File: src/rtl/fwd_pkg.sv
// Shared encodings for the operand-forwarding and hazard-control block.
package fwd_pkg;

  localparam logic [1:0] FWD_RF    = 2'b00;
  localparam logic [1:0] FWD_MEMWB = 2'b01;
  localparam logic [1:0] FWD_EXMEM = 2'b10;

  localparam int unsigned REG_X0 = 0;

  typedef enum logic [0:0] {
    StIdle,
    StLuStall
  } hz_state_e;

endpackage

File: src/rtl/fwd_hazard_unit_if.sv
// Pipeline-to-hazard-unit signal bundle; master is the pipeline, slave the hazard unit.
interface fwd_hazard_unit_if #(
  parameter int unsigned WIDTH_SOURCE = 5,
  parameter int unsigned NUM_SRC      = 2,
  parameter int unsigned CNT_W        = 16
);
  logic [NUM_SRC*WIDTH_SOURCE-1:0] ID_rs;
  logic [NUM_SRC-1:0]              ID_rs_used;
  logic [NUM_SRC*WIDTH_SOURCE-1:0] ID_EX_rs;
  logic [WIDTH_SOURCE-1:0]         ID_EX_rd;
  logic                            ID_EX_Reg_Wr;
  logic                            ID_EX_Mem_Rd;
  logic [WIDTH_SOURCE-1:0]         EX_MEM_rd;
  logic                            EX_MEM_Reg_Wr;
  logic                            EX_MEM_Mem_Acc;
  logic [WIDTH_SOURCE-1:0]         MEM_WB_rd;
  logic                            MEM_WB_Reg_Wr;
  logic                            mem_ready;
  logic                            stall_cnt_clr;
  logic [2*NUM_SRC-1:0]            Forward;
  logic                            PC_Stall;
  logic                            IF_ID_Stall;
  logic                            ID_EX_Flush;
  logic                            Pipe_Freeze;
  logic [CNT_W-1:0]                stall_cnt;

  modport master (
    output ID_rs, ID_rs_used, ID_EX_rs, ID_EX_rd, ID_EX_Reg_Wr, ID_EX_Mem_Rd,
    output EX_MEM_rd, EX_MEM_Reg_Wr, EX_MEM_Mem_Acc, MEM_WB_rd, MEM_WB_Reg_Wr,
    output mem_ready, stall_cnt_clr,
    input  Forward, PC_Stall, IF_ID_Stall, ID_EX_Flush, Pipe_Freeze, stall_cnt
  );

  modport slave (
    input  ID_rs, ID_rs_used, ID_EX_rs, ID_EX_rd, ID_EX_Reg_Wr, ID_EX_Mem_Rd,
    input  EX_MEM_rd, EX_MEM_Reg_Wr, EX_MEM_Mem_Acc, MEM_WB_rd, MEM_WB_Reg_Wr,
    input  mem_ready, stall_cnt_clr,
    output Forward, PC_Stall, IF_ID_Stall, ID_EX_Flush, Pipe_Freeze, stall_cnt
  );
endinterface

File: src/rtl/fwd_src_sel.sv
// Per-source comparator: forwarding select for the EX operand and load-use match for ID.
module fwd_src_sel
  import fwd_pkg::*;
#(
  parameter int unsigned WIDTH_SOURCE = 5
) (
  input  logic [WIDTH_SOURCE-1:0] ex_rs,
  input  logic [WIDTH_SOURCE-1:0] ex_mem_rd,
  input  logic                    ex_mem_reg_wr,
  input  logic [WIDTH_SOURCE-1:0] mem_wb_rd,
  input  logic                    mem_wb_reg_wr,
  input  logic [WIDTH_SOURCE-1:0] id_rs,
  input  logic                    id_rs_used,
  input  logic [WIDTH_SOURCE-1:0] id_ex_rd,
  output logic [1:0]              fwd_sel,
  output logic                    lu_match
);

  localparam logic [WIDTH_SOURCE-1:0] X0 = WIDTH_SOURCE'(REG_X0);

  logic hit_exmem, hit_memwb;

  assign hit_exmem = ex_mem_reg_wr && (ex_mem_rd != X0) && (ex_mem_rd == ex_rs);
  assign hit_memwb = mem_wb_reg_wr && (mem_wb_rd != X0) && (mem_wb_rd == ex_rs);

  // The younger result in EX/MEM wins over MEM/WB.
  always_comb begin
    fwd_sel = FWD_RF;
    if (hit_exmem) begin
      fwd_sel = FWD_EXMEM;
    end else if (hit_memwb) begin
      fwd_sel = FWD_MEMWB;
    end
  end

  assign lu_match = id_rs_used && (id_ex_rd != X0) && (id_rs == id_ex_rd);

endmodule

File: src/rtl/fwd_hazard_unit.sv
// Operand forwarding, load-use bubble insertion, memory freeze and stall-cycle counting.
module fwd_hazard_unit
  import fwd_pkg::*;
#(
  parameter int unsigned WIDTH_SOURCE   = 5,
  parameter int unsigned NUM_SRC        = 2,
  parameter int unsigned LOAD_STALL_CYC = 1,
  parameter int unsigned CNT_W          = 16
) (
  input logic               CLK,
  input logic               rst_n,
  fwd_hazard_unit_if.slave  bus
);

  localparam int unsigned BcntInitInt = (LOAD_STALL_CYC > 1) ? LOAD_STALL_CYC - 2 : 0;
  localparam logic [2:0]  BcntInit    = 3'(BcntInitInt);

  logic [NUM_SRC-1:0]   lu_match;
  logic [2*NUM_SRC-1:0] fwd;
  logic                 lu_det, freeze, stall;
  hz_state_e            state_q, state_d;
  logic [2:0]           bcnt_q, bcnt_d;
  logic [CNT_W-1:0]     cnt_q;

  for (genvar i = 0; i < NUM_SRC; i++) begin : g_src
    fwd_src_sel #(
      .WIDTH_SOURCE (WIDTH_SOURCE)
    ) u_sel (
      .ex_rs         (bus.ID_EX_rs[i*WIDTH_SOURCE +: WIDTH_SOURCE]),
      .ex_mem_rd     (bus.EX_MEM_rd),
      .ex_mem_reg_wr (bus.EX_MEM_Reg_Wr),
      .mem_wb_rd     (bus.MEM_WB_rd),
      .mem_wb_reg_wr (bus.MEM_WB_Reg_Wr),
      .id_rs         (bus.ID_rs[i*WIDTH_SOURCE +: WIDTH_SOURCE]),
      .id_rs_used    (bus.ID_rs_used[i]),
      .id_ex_rd      (bus.ID_EX_rd),
      .fwd_sel       (fwd[2*i +: 2]),
      .lu_match      (lu_match[i])
    );
  end

  assign bus.Forward = fwd;

  assign lu_det = bus.ID_EX_Mem_Rd && bus.ID_EX_Reg_Wr && (|lu_match);
  assign freeze = bus.EX_MEM_Mem_Acc && !bus.mem_ready;

  // Freeze holds the FSM in place so an interrupted bubble run resumes exactly.
  always_comb begin
    state_d = state_q;
    bcnt_d  = bcnt_q;
    stall   = 1'b0;
    if (!freeze) begin
      unique case (state_q)
        StIdle: begin
          if (lu_det) begin
            stall = 1'b1;
            if (LOAD_STALL_CYC > 1) begin
              state_d = StLuStall;
              bcnt_d  = BcntInit;
            end
          end
        end
        StLuStall: begin
          stall = 1'b1;
          if (bcnt_q == 3'd0) begin
            state_d = StIdle;
          end else begin
            bcnt_d = bcnt_q - 3'd1;
          end
        end
        default: state_d = StIdle;
      endcase
    end
  end

  always_ff @(posedge CLK or negedge rst_n) begin
    if (!rst_n) begin
      state_q <= StIdle;
      bcnt_q  <= 3'd0;
    end else begin
      state_q <= state_d;
      bcnt_q  <= bcnt_d;
    end
  end

  always_ff @(posedge CLK or negedge rst_n) begin
    if (!rst_n) begin
      cnt_q <= '0;
    end else if (bus.stall_cnt_clr) begin
      cnt_q <= '0;
    end else if ((stall || freeze) && (cnt_q != {CNT_W{1'b1}})) begin
      cnt_q <= cnt_q + 1'b1;
    end
  end

  // Gating with rst_n drops the stall controls asynchronously during reset.
  assign bus.PC_Stall    = rst_n & stall;
  assign bus.IF_ID_Stall = rst_n & stall;
  assign bus.ID_EX_Flush = rst_n & stall;
  assign bus.Pipe_Freeze = rst_n & freeze;
  assign bus.stall_cnt   = cnt_q;

endmodule

File: src/flat_wrapper.sv
// flat-port wrapper written by rule: the top's interface ports become plain ports
module fwd_hazard_unit_flat import fwd_pkg::*;
#(
  parameter int unsigned WIDTH_SOURCE   = 5,
  parameter int unsigned NUM_SRC        = 2,
  parameter int unsigned LOAD_STALL_CYC = 1,
  parameter int unsigned CNT_W          = 16
)
  (CLK, rst_n, bus_ID_rs, bus_ID_rs_used, bus_ID_EX_rs, bus_ID_EX_rd, bus_ID_EX_Reg_Wr, bus_ID_EX_Mem_Rd, bus_EX_MEM_rd, bus_EX_MEM_Reg_Wr, bus_EX_MEM_Mem_Acc, bus_MEM_WB_rd, bus_MEM_WB_Reg_Wr, bus_mem_ready, bus_stall_cnt_clr, bus_Forward, bus_PC_Stall, bus_IF_ID_Stall, bus_ID_EX_Flush, bus_Pipe_Freeze, bus_stall_cnt);
  fwd_hazard_unit_if #(.WIDTH_SOURCE(WIDTH_SOURCE), .NUM_SRC(NUM_SRC), .CNT_W(CNT_W)) bus_i ();
  input logic CLK;
  input logic rst_n;
  input wire logic [$bits(bus_i.ID_rs)-1:0] bus_ID_rs;
  input wire logic [$bits(bus_i.ID_rs_used)-1:0] bus_ID_rs_used;
  input wire logic [$bits(bus_i.ID_EX_rs)-1:0] bus_ID_EX_rs;
  input wire logic [$bits(bus_i.ID_EX_rd)-1:0] bus_ID_EX_rd;
  input wire logic [$bits(bus_i.ID_EX_Reg_Wr)-1:0] bus_ID_EX_Reg_Wr;
  input wire logic [$bits(bus_i.ID_EX_Mem_Rd)-1:0] bus_ID_EX_Mem_Rd;
  input wire logic [$bits(bus_i.EX_MEM_rd)-1:0] bus_EX_MEM_rd;
  input wire logic [$bits(bus_i.EX_MEM_Reg_Wr)-1:0] bus_EX_MEM_Reg_Wr;
  input wire logic [$bits(bus_i.EX_MEM_Mem_Acc)-1:0] bus_EX_MEM_Mem_Acc;
  input wire logic [$bits(bus_i.MEM_WB_rd)-1:0] bus_MEM_WB_rd;
  input wire logic [$bits(bus_i.MEM_WB_Reg_Wr)-1:0] bus_MEM_WB_Reg_Wr;
  input wire logic [$bits(bus_i.mem_ready)-1:0] bus_mem_ready;
  input wire logic [$bits(bus_i.stall_cnt_clr)-1:0] bus_stall_cnt_clr;
  output wire logic [$bits(bus_i.Forward)-1:0] bus_Forward;
  output wire logic [$bits(bus_i.PC_Stall)-1:0] bus_PC_Stall;
  output wire logic [$bits(bus_i.IF_ID_Stall)-1:0] bus_IF_ID_Stall;
  output wire logic [$bits(bus_i.ID_EX_Flush)-1:0] bus_ID_EX_Flush;
  output wire logic [$bits(bus_i.Pipe_Freeze)-1:0] bus_Pipe_Freeze;
  output wire logic [$bits(bus_i.stall_cnt)-1:0] bus_stall_cnt;
  assign bus_i.ID_rs = bus_ID_rs;
  assign bus_i.ID_rs_used = bus_ID_rs_used;
  assign bus_i.ID_EX_rs = bus_ID_EX_rs;
  assign bus_i.ID_EX_rd = bus_ID_EX_rd;
  assign bus_i.ID_EX_Reg_Wr = bus_ID_EX_Reg_Wr;
  assign bus_i.ID_EX_Mem_Rd = bus_ID_EX_Mem_Rd;
  assign bus_i.EX_MEM_rd = bus_EX_MEM_rd;
  assign bus_i.EX_MEM_Reg_Wr = bus_EX_MEM_Reg_Wr;
  assign bus_i.EX_MEM_Mem_Acc = bus_EX_MEM_Mem_Acc;
  assign bus_i.MEM_WB_rd = bus_MEM_WB_rd;
  assign bus_i.MEM_WB_Reg_Wr = bus_MEM_WB_Reg_Wr;
  assign bus_i.mem_ready = bus_mem_ready;
  assign bus_i.stall_cnt_clr = bus_stall_cnt_clr;
  assign bus_Forward = bus_i.Forward;
  assign bus_PC_Stall = bus_i.PC_Stall;
  assign bus_IF_ID_Stall = bus_i.IF_ID_Stall;
  assign bus_ID_EX_Flush = bus_i.ID_EX_Flush;
  assign bus_Pipe_Freeze = bus_i.Pipe_Freeze;
  assign bus_stall_cnt = bus_i.stall_cnt;
  fwd_hazard_unit #(.WIDTH_SOURCE(WIDTH_SOURCE), .NUM_SRC(NUM_SRC), .LOAD_STALL_CYC(LOAD_STALL_CYC), .CNT_W(CNT_W)) u_core (.CLK(CLK), .rst_n(rst_n), .bus(bus_i));
endmodule
File: config.mk
export PLATFORM = sky130hd
export DESIGN_NAME = fwd_hazard_unit_flat
export DESIGN_NICKNAME = d
export VERILOG_FILES = /design/src/rtl/fwd_pkg.sv /design/src/rtl/fwd_hazard_unit_if.sv /design/src/rtl/fwd_src_sel.sv /design/src/rtl/fwd_hazard_unit.sv /design/src/flat_wrapper.sv
export SDC_FILE = /design/constraint.sdc
export NUM_CORES = 1
export LEC_CHECK = 0
export ABC_AREA = 0
export CORE_MARGIN = 5
export CORE_UTILIZATION = 43
export CTS_CLUSTER_DIAMETER = 200
export CTS_CLUSTER_SIZE = 28
export DETAILED_ROUTE_END_ITERATION = 7
export GPL_ROUTABILITY_DRIVEN = 0
export GPL_TIMING_DRIVEN = 0
export PLACE_DENSITY = 0.81
export REMOVE_ABC_BUFFERS = 1
export SLEW_MARGIN = 10
export SYNTH_ARGS = -nofsm -noshare
export SYNTH_HDL_FRONTEND = slang
export SYNTH_SLANG_ARGS = --single-unit
File: constraint.sdc
create_clock -name CLK -period 2.9 [get_ports CLK]
set_clock_uncertainty 0.2 [all_clocks]
set_input_delay 0.29 -clock CLK [delete_from_list [all_inputs] [get_ports CLK]]
set_output_delay 0.29 -clock CLK [all_outputs]
set_load 0.02 [all_outputs]
# Word-level counts from Yosys, hierarchy flattened
# Index checks and enable logic that the tools add are counted.
totals:
  word_cells: 51
  out_inout_bits: 24
  register_bits: 20
  in_bits: 46
op_classes:
  n_reduce_logical: 23
  n_mux: 11
  n_eq_ne: 7
  n_bitwise: 5
  n_addsub: 2
ops:
  columns: ["cell", "count"]
  rows:
  - ["16-bit 2-to-1 mux", 2]
  - ["5-bit equality test", 6]
  - ["16-bit by 1-bit adder with 16-bit output (second input constant)", 1]
  - ["16-bit != test (second input constant)", 1]
  - ["5-bit nonzero test", 3]
  - ["1-bit logical AND", 14]
  - ["1-bit 2-to-1 mux", 6]
  - ["2-bit 2-to-1 mux", 2]
  - ["3-bit zero test", 1]
  - ["1-bit inverter", 3]
  - ["3-bit AND reduction", 1]
  - ["3-bit by 1-bit subtractor with 3-bit output (second input constant)", 1]
  - ["1-bit bitwise AND", 2]
  - ["1-bit case mux with 2 select lines", 1]
  - ["2-bit nonzero test", 1]
  - ["2-bit OR reduction", 1]
  - ["1-bit zero test", 1]
  - ["1-bit logical OR", 1]

# Longest topological paths before layout
# Gate-level depths: netlist of the first run.
logic_depth:
  depth_word: 12
  depth_mapped: 9
  ltp_nobuf: 7

# Hierarchy
# From an unflattened synthesis of the first run, not the netlist that was laid out.
hier_totals:
  hier_cells: 188
  hier_area_um2: 1592.8
modules_own_cells:
  columns: ["mod", "n_inst", "cells_per_inst", "area_each_um2"]
  rows:
  - ["fwd_hazard_unit", 1, 126, 1147.4]
  - ["fwd_src_sel", 2, 31, 222.7]

# Worst setup path after synthesis of the first run
# Ideal clock, no wire load.
synth_timing:
  path_type: "register to register"
  from: "register u_core.cnt_q[0], in the netlist u_core.bus.stall_cnt[0]"
  to: "register u_core.cnt_q[1], in the netlist u_core.bus.stall_cnt[1]"
  synth_period_minus_slack_ns: 2.362
  required_ns: 2.568
  stages_incl_launch_ff: 10
  t_arrival_ns: 2.030
  path_slack_ns: 0.538
  n_path_buf: 2
  setup_time_ns: 0.132
  path_cell_list: "dfrtp_1 ha_1 nand3_2 nor2_1 nand3_1 nor3_2 buf_2 buf_2 nand3b_1 a21oi_2"
synth_via:
  elab_chain_cells: 3
synth_lines:
  columns: ["element", "line_no", "source"]
  rows:
  - ["start, declared", "fwd_hazard_unit.sv:23", "logic [CNT_W-1:0] cnt_q;"]
  - ["start signal, assigned", "fwd_hazard_unit.sv:92", "cnt_q <= cnt_q + 1'b1;"]
  - ["16-bit by 1-bit adder with 16-bit output or 16-bit != test (tied branches)", "fwd_hazard_unit.sv:92, fwd_hazard_unit.sv:91", null]
  - ["16-bit 2-to-1 mux or 1-bit logical AND (tied branches)", "fwd_hazard_unit.sv:91", "end else if ((stall || freeze) && (cnt_q != {CNT_W{1'b1}})) begin"]
  - ["16-bit 2-to-1 mux or 2-bit nonzero test (tied branches)", null, null]
# Parallel ways exist; a longest one is shown, timed or not. The select of a mux whose other input is x is not followed.
# A chain may end at the register's enable or synchronous reset.

# Worst setup path after layout of the first run
layout_timing:
  from: "input bus_EX_MEM_rd[0]"
  to: "output bus_Forward[2]"
layout_via:
  elab_chain_cells: 4
layout_lines:
  columns: ["element", "line_no", "source"]
  rows:
  - ["start, declared", "flat_wrapper.sv:19", "input wire logic [$bits(bus_i.EX_MEM_rd)-1:0] bus_EX_MEM_rd;"]
  - ["5-bit nonzero test", "fwd_src_sel.sv:23", "assign hit_exmem = ex_mem_reg_wr && (ex_mem_rd != X0) && (ex_mem_rd == ex_rs);"]
  - ["1-bit logical AND", "fwd_src_sel.sv:23", null]
  - ["1-bit logical AND (*)", "fwd_src_sel.sv:23", null]
  - ["2-bit 2-to-1 mux (*)", "fwd_src_sel.sv:29", "if (hit_exmem) begin"]
  - ["end, declared", "flat_wrapper.sv:26", "output wire logic [$bits(bus_i.Forward)-1:0] bus_Forward;"]
# Every way passes the cells marked *; elsewhere a longest branch is shown, timed or not.

==> results of run 1 <==
## state kept, by name, indices dropped and copies added (netlist names)
register,cells
u_core.bus.stall_cnt,16
u_core.bcnt_q,3
u_core.state_q,1
## path summary, 6_finish.rpt
check,from,end,depth (start not counted),slack (ns)
worst max-delay path,bus_EX_MEM_rd[0],bus_Forward[2],6,0.17
worst min-delay path,rst_n,u_core.bcnt_q[0]$_DFFE_PN0P_,1,-0.04
worst max register to register,u_core.bus.stall_cnt[0]$_DFFE_PN0P_,u_core.bus.stall_cnt[6]$_DFFE_PN0P_,7,0.25
worst min register to register,u_core.bcnt_q[0]$_DFFE_PN0P_,u_core.bcnt_q[0]$_DFFE_PN0P_,1,0.28
max in group asynchronous,rst_n,u_core.bus.stall_cnt[5]$_DFFE_PN0P_,1,1.96
min in group CLK,u_core.bcnt_q[0]$_DFFE_PN0P_,u_core.bcnt_q[0]$_DFFE_PN0P_,1,0.28
## cell type report
cell class                      instances  share of cell area, %
Sequential cell                        20                   20.9
Timing Repair Buffer                   69                   29.1
Clock buffer                            4                   2.30
Inverter                                6                  0.942
Tap cell                               48                   2.51
Multi-Input combinational cell        141                   44.2
## kinds of logic after synthesis
kind of cell | synth area share, %
mux | 0.922
buf+inv | 5.92
fa+ha+maj | 2.31
compound gates | 19.2
xor+xnor | 16.7
flops | 30.7
simple gates | 24.2
## cell usage after synthesis, types with 2 or more instances
cell	number	area share, %
buf_6	2	1.4
dfrtp_1	20	31
xnor2_1	17	9.1
o41ai_1	3	1.6
inv_1	6	1.4
nor4_1	4	1.5
nand2b_1	2	0.77
buf_2	2	0.61
o21ai_0	5	1.5
nor2b_1	2	0.77
nand3_1	6	1.8
nor2_1	6	1.4
a21oi_2	8	4.3
a21oi_1	7	2.2
buf_1	2	0.46
o21ai_1	2	0.61
nand3b_1	2	0.92
or3_1	2	0.77
ha_1	3	2.3
buf_4	4	1.8
o31ai_1	9	4.2
xor2_1	14	7.5
nand2_1	13	3.0
nand4_1	4	1.5
or4_1	13	6.0
## critical path, delay by kind of cell
| family | cells | cell delay, ns |
|---|---|---|
| and+or+nand+nor | 3 | 0.95 |
| buffers and inverters | 2 | 0.81 |
| AOI/OAI and AO/OA | 1 | 0.19 |
## timing repair
item,CTS,global route
setup endpoints to repair,3,11
resized for setup,3,11
pin swaps,0,1
gates cloned,0,1
hold endpoints to repair,0,0
## power breakdown
| group | leakage (nW) | internal [mW] | switching, mW |
|---|---|---|---|
| logic | 0.594 | 0.0922 | 0.0709 |
| registers | 0.279 | 0.280 | 0.00206 |
| clock network | 0.0288 | 0.121 | 0.100 |
## per-layer routing
layer	track usage (%)	wire length [um]
met1	21.4	1860
met2	30.7	2340
met3	3.65	171
met4	5.43	58
met5	0	0
## per-stage QoR
stage / util (%) / setup TNS, ns / total power, mW / hold WS, ns
after detailed placement: 63.0 / -2.34 / 0.447 / 0.267
after CTS: 64.6 / 0 / 0.668 / 0.282
after global placement: 63.0 / -1.48 / 0.443 / 0.264
after global routing: 65.3 / 0 / 0.700 / 0.0470
final: 65.3 / 0 / 0.667 / -0.0394
after floorplan: - / 0 / 0.346 / -0.206
==> metrics.txt, run 1 <==
via count between 1500 and 2000; outcome complete, but fails checks; Post-Syn Instances 177; arrival time of the worst setup path around 2.2 ns; critical path cell sequence clkdlybuf4s50_1, or4_1, o21ai_1, nor4_1, nor4_1, dlygate4sd1_1; antenna-violating nets left 0; effective utilization at floorplan 44.5%; top library cells by usage in the layout, fill and taps aside clkdlybuf4s50_1, dfrtp_1, xnor2_1; dpl hpwl about 3400 um; cts bufs inserted 3; number of I/O port buffers between 60 and 70; placeable core region 3660 um2; largest net degree at the start of global routing 29; highest clock rate 366 MHz; smallest setup slack after layout 0.167 ns; Final Hold Violating Endpoints 20; number of global-route vias before repair approximately 1500; antenna diode count 0; overall die width between 70 and 80 um; most used cell, CP nor4_1; setup repair after global routing missed its margin no; final WL roughly 4400 um; fill cell total of the finished layout between 300 and 400; row count 22; number of antenna violations at the first check in global routing 0; count of unique library cells instantiated by Yosys 44; number of flip-flops and latches in the synthesized netlist 20; asr flop ratio synth between 90% and 100%; vertical extent of the die roughly 72 um; Yosys warning total 0; clock transition at the register clock pins on the worst setup and hold paths after CTS around 0.080 ns; Via-to-Cell Ratio roughly 5.4; H-tree depth reported by CTS 1; Setup crit start kind input port; routed length per instance about 15 um; Post-CTS Hold Fix Bufs 0; crit path max fanout 3; most common library cell in the layout ignoring fill and taps clkdlybuf4s50_1; maximum clock path buffer count 2; Min Clock Period, post-route around 2.7 ns; later-pin clock latency in the skew report around 0.26 ns; number of setup buffers added after CTS 0; number of detailed-routing iterations run before antenna repair 4; worst-case headroom to the max-slew limit between 30% and 40%; power density over cell area 279 nW/um2; starting DRC count in detailed routing between 60 and 70; CP Data Required Time ~2.4 ns; number of non-filler instances in the completed layout between 200 and 300; maximum resistive drop on vdd about 0.23 mV; final routed DRC violation total 0; synthesized area about 1600 um2; Hold WC Path Type in2async; multi-input combinational cell area approximately 1100 um2; Hold WS -0.0394 ns; TritonCTS clock tree done; portion of the post-synthesis area used by sequential elements 30.7%; residual overflow from global routing 0; Avg Synthesized Cell Area about 9 um2; failing checks negative hold slack; max-cap violations 0; CTS root buf clkbuf_8; actual transition at the worst max-transition pin 0.950 ns; global-route wire length before repair between 7000 and 8000 um; placed instance area 2300 um2; endpoint kind of the worst setup timing path output port; number of endpoints failing setup at the final stage 0; total track usage roughly 18%; type of the setup path with the least slack in2out; EDFF count, synth 0; total instance count after detailed placement between 200 and 300; Total Die Area ~5100 um2; final std cell area, no fill around 2400 um2; Area Growth Syn to Fin 46.8%; combined flip-flop and latch cell area ~500 um2; CP max-delay cell or4_1; total count of max-transition violations in the final report 0; # clock sinks 20; leakage power ~0.9 nW; worst setup slack before clock tree synthesis -0.257 ns; maximum single-stage delay on the critical path around 0.56 ns; layout cells sized above 1 under 10%; number of nets in the final layout 290; final period utilization between 90% and 100%; I/O pin total 70; most used flip-flop cell after synthesis dfrtp_1
(Power assumes the default switching activity.)
==> run 2, diff against run 1 <==
CAP_MARGIN = 20   (was unset)
==> metrics.txt, run 2 (synthesized netlist as in run 1, its figures left out) <==
effective utilization at floorplan 44.5% (unchanged); number of flip-flops under the largest register name 16 (unchanged); cts bufs inserted 3 (unchanged); most used cell, CP nor4_1; row count 22 (unchanged); CP Data Required Time 2.41 ns (about the same); residual overflow from global routing 0 (unchanged); routed length per instance 15.1 um (-1.5%); max-cap violations 0 (unchanged); Post-CTS Hold Fix Bufs 0 (unchanged); starting DRC count in detailed routing 51 (-18%); final routed DRC violation total 0 (unchanged); power share of the clock group 33.1% (about the same); dpl hpwl 3440 um (+1.7%); switching power 0.171 mW (-1.6%); total internal power 0.493 mW (about the same); type of the setup path with the least slack in2out; leakage power 0.903 nW (+0.14%); total track usage 17.6% (+0.082 points); worst-case headroom to the max-slew limit 36.2% (-0.36 points); final std cell area, no fill 2400 um2 (+0.37%); TritonCTS clock tree done; final period utilization 93.8% (-0.45 points); top library cells by usage in the layout, fill and taps aside clkdlybuf4s50_1, dfrtp_1, xnor2_1; sw frac 25.7% (-0.31 points); maximum single-stage delay on the critical path 0.57 ns (about the same); Logic pwr share 24.5% (about the same); Setup crit start kind input port; arrival time of the worst setup path 2.23 ns (about the same); number of endpoints failing setup at the final stage 0 (unchanged); antenna diode count 0 (unchanged); crit path max fanout 3 (unchanged); CTS root buf clkbuf_8; failing checks negative hold slack; endpoint kind of the worst setup timing path output port; final WL 4380 um (-1.2%); CP max-delay cell or4_1; Area Growth Syn to Fin 47.3%; Setup TNS 0 ns (unchanged); outcome complete, but fails checks; fill cell total of the finished layout 317 (-1.9%); total count of max-transition violations in the final report 0 (unchanged); critical path cell sequence clkdlybuf4s50_1, or4_1, o21ai_1, nor4_1, nor4_1, clkdlybuf4s15_1; number of I/O port buffers 69 (unchanged); vertical extent of the die 71.5 um (unchanged); H-tree depth reported by CTS 1 (unchanged); clock transition at the register clock pins on the worst setup and hold paths after CTS 0.08 ns (about the same); power density over cell area 277 nW/um2 (-0.79%); antenna-violating nets left 0 (unchanged); number of detailed-routing iterations run before antenna repair 4 (unchanged); placed instance area 2310 um2 (+0.33%); placeable core region 3660 um2 (unchanged); setup repair after global routing missed its margin no; overall die width 71.5 um (unchanged); largest net degree at the start of global routing 29 (unchanged); most common library cell in the layout ignoring fill and taps clkdlybuf4s50_1; maximum resistive drop on vdd 0.225 mV (-0.33%); proportion of power drawn by flip-flops and latches 42.5% (+0.2 points); via count 1579 (+1.9%); later-pin clock latency in the skew report 0.26 ns (about the same); Hold WS -0.0350 ns (+0.00445 ns); actual transition at the worst max-transition pin 0.955 ns (+0.00546 ns); # clock sinks 20 (unchanged); Hold WC Path Type in2async; highest clock rate 368 MHz (+0.48%); Via-to-Cell Ratio 5.46 (+1.5%); number of global-route vias before repair 1529 (+1.7%); maximum clock path buffer count 2 (unchanged); Total Die Area 5120 um2 (unchanged); I/O pin total 70 (unchanged); number of nets in the final layout 291 (+0.34%); Final Hold Violating Endpoints 20 (unchanged); layout cells sized above 1 9.54% (+0.38 points); Min Clock Period, post-route 2.72 ns (-0.0131 ns); number of setup buffers added after CTS 0 (unchanged); global-route wire length before repair 7220 um (+0.77%); number of antenna violations at the first check in global routing 0 (unchanged)
-- run 2: cell types whose count changed in the layout (fill, tap and decap cells not counted), sizes merged --
cell / previous run / this run
dlygate4sd1: 1 / 0
buf: 0 / 1
clkdlybuf4s15: 0 / 1
-- run 2: through the flow --
stage	power [mW]	instances	hold slack, ns	worst slack, ns	util [%]
2_1_floorplan	0.346	166	-0.206	0.275	-
3_3_place_gp	0.443	283	0.264	-0.215	63.0
3_5_place_dp	0.447	284	0.267	-0.263	63.2
4_1_cts	0.668	288	0.282	0.0362	64.6
5_1_grt	0.698	289	0.0484	0.000523	65.5
6_report	0.664	289	-0.0350	0.180	65.5
-- run 2: path summary, 6_finish.rpt --
check                                               startpoint                             endpoint  slack [ns]  depth (start not counted)
min in group CLK                  u_core.bcnt_q[0]$_DFFE_PN0P_         u_core.bcnt_q[0]$_DFFE_PN0P_        0.28                          1
max                                           bus_EX_MEM_rd[0]                       bus_Forward[2]        0.18                          6
max in group asynchronous                                rst_n  u_core.bus.stall_cnt[7]$_DFFE_PN0P_        1.96                          1
max reg2reg                u_core.bus.stall_cnt[0]$_DFFE_PN0P_  u_core.bus.stall_cnt[6]$_DFFE_PN0P_        0.25                          8
min reg2reg                       u_core.bcnt_q[0]$_DFFE_PN0P_         u_core.bcnt_q[0]$_DFFE_PN0P_        0.28                          1
min                                                      rst_n         u_core.bcnt_q[2]$_DFFE_PN0P_       -0.03                          1
-- run 2: critical path, delay by kind of cell --
family                 cells  cell delay [ns]
AND/OR/NAND/NOR            3             0.94
buffers and inverters      2             0.81
AO/OA/AOI/OAI              1             0.19
-- run 2: routing by layer --
layer  track usage, %  part of all wire [%]  vias up  routed length, um
met1             22.7                    41      746               1810
met2             29.6                    53       46               2320
met4             5.43                   1.3        0                 59
li1                 -                     -      781                  -
met3             3.37                   4.4        6                194
met5                0                     0        -                  0
-- run 2: area by class of cell --
cell class	count	area (um2)	area share (%)
Multi-Input combinational cell	141	1060	44.1
Timing Repair Buffer	70	703	29.3
Sequential cell	20	500	20.9
Tap cell	48	60.1	2.50
Clock buffer	4	55.1	2.30
Inverter	6	22.5	0.939
-- run 2: power groups by stage --
stage               Sequential (mW)  Clock, mW  Combinational, mW
floorplan                     0.289          0             0.0567
global placement              0.287          0              0.156
detailed placement            0.288          0              0.160
CTS                           0.282      0.226              0.160
global route                  0.282      0.238              0.178
finish                        0.282      0.219              0.162
-- run 2: repair_timing --
item                                    in CTS  in global routing
endpoints found under the setup margin       2                 16
gates cloned                                 0                  1
pin swaps                                    0                  1
gates resized for setup                      2                 11
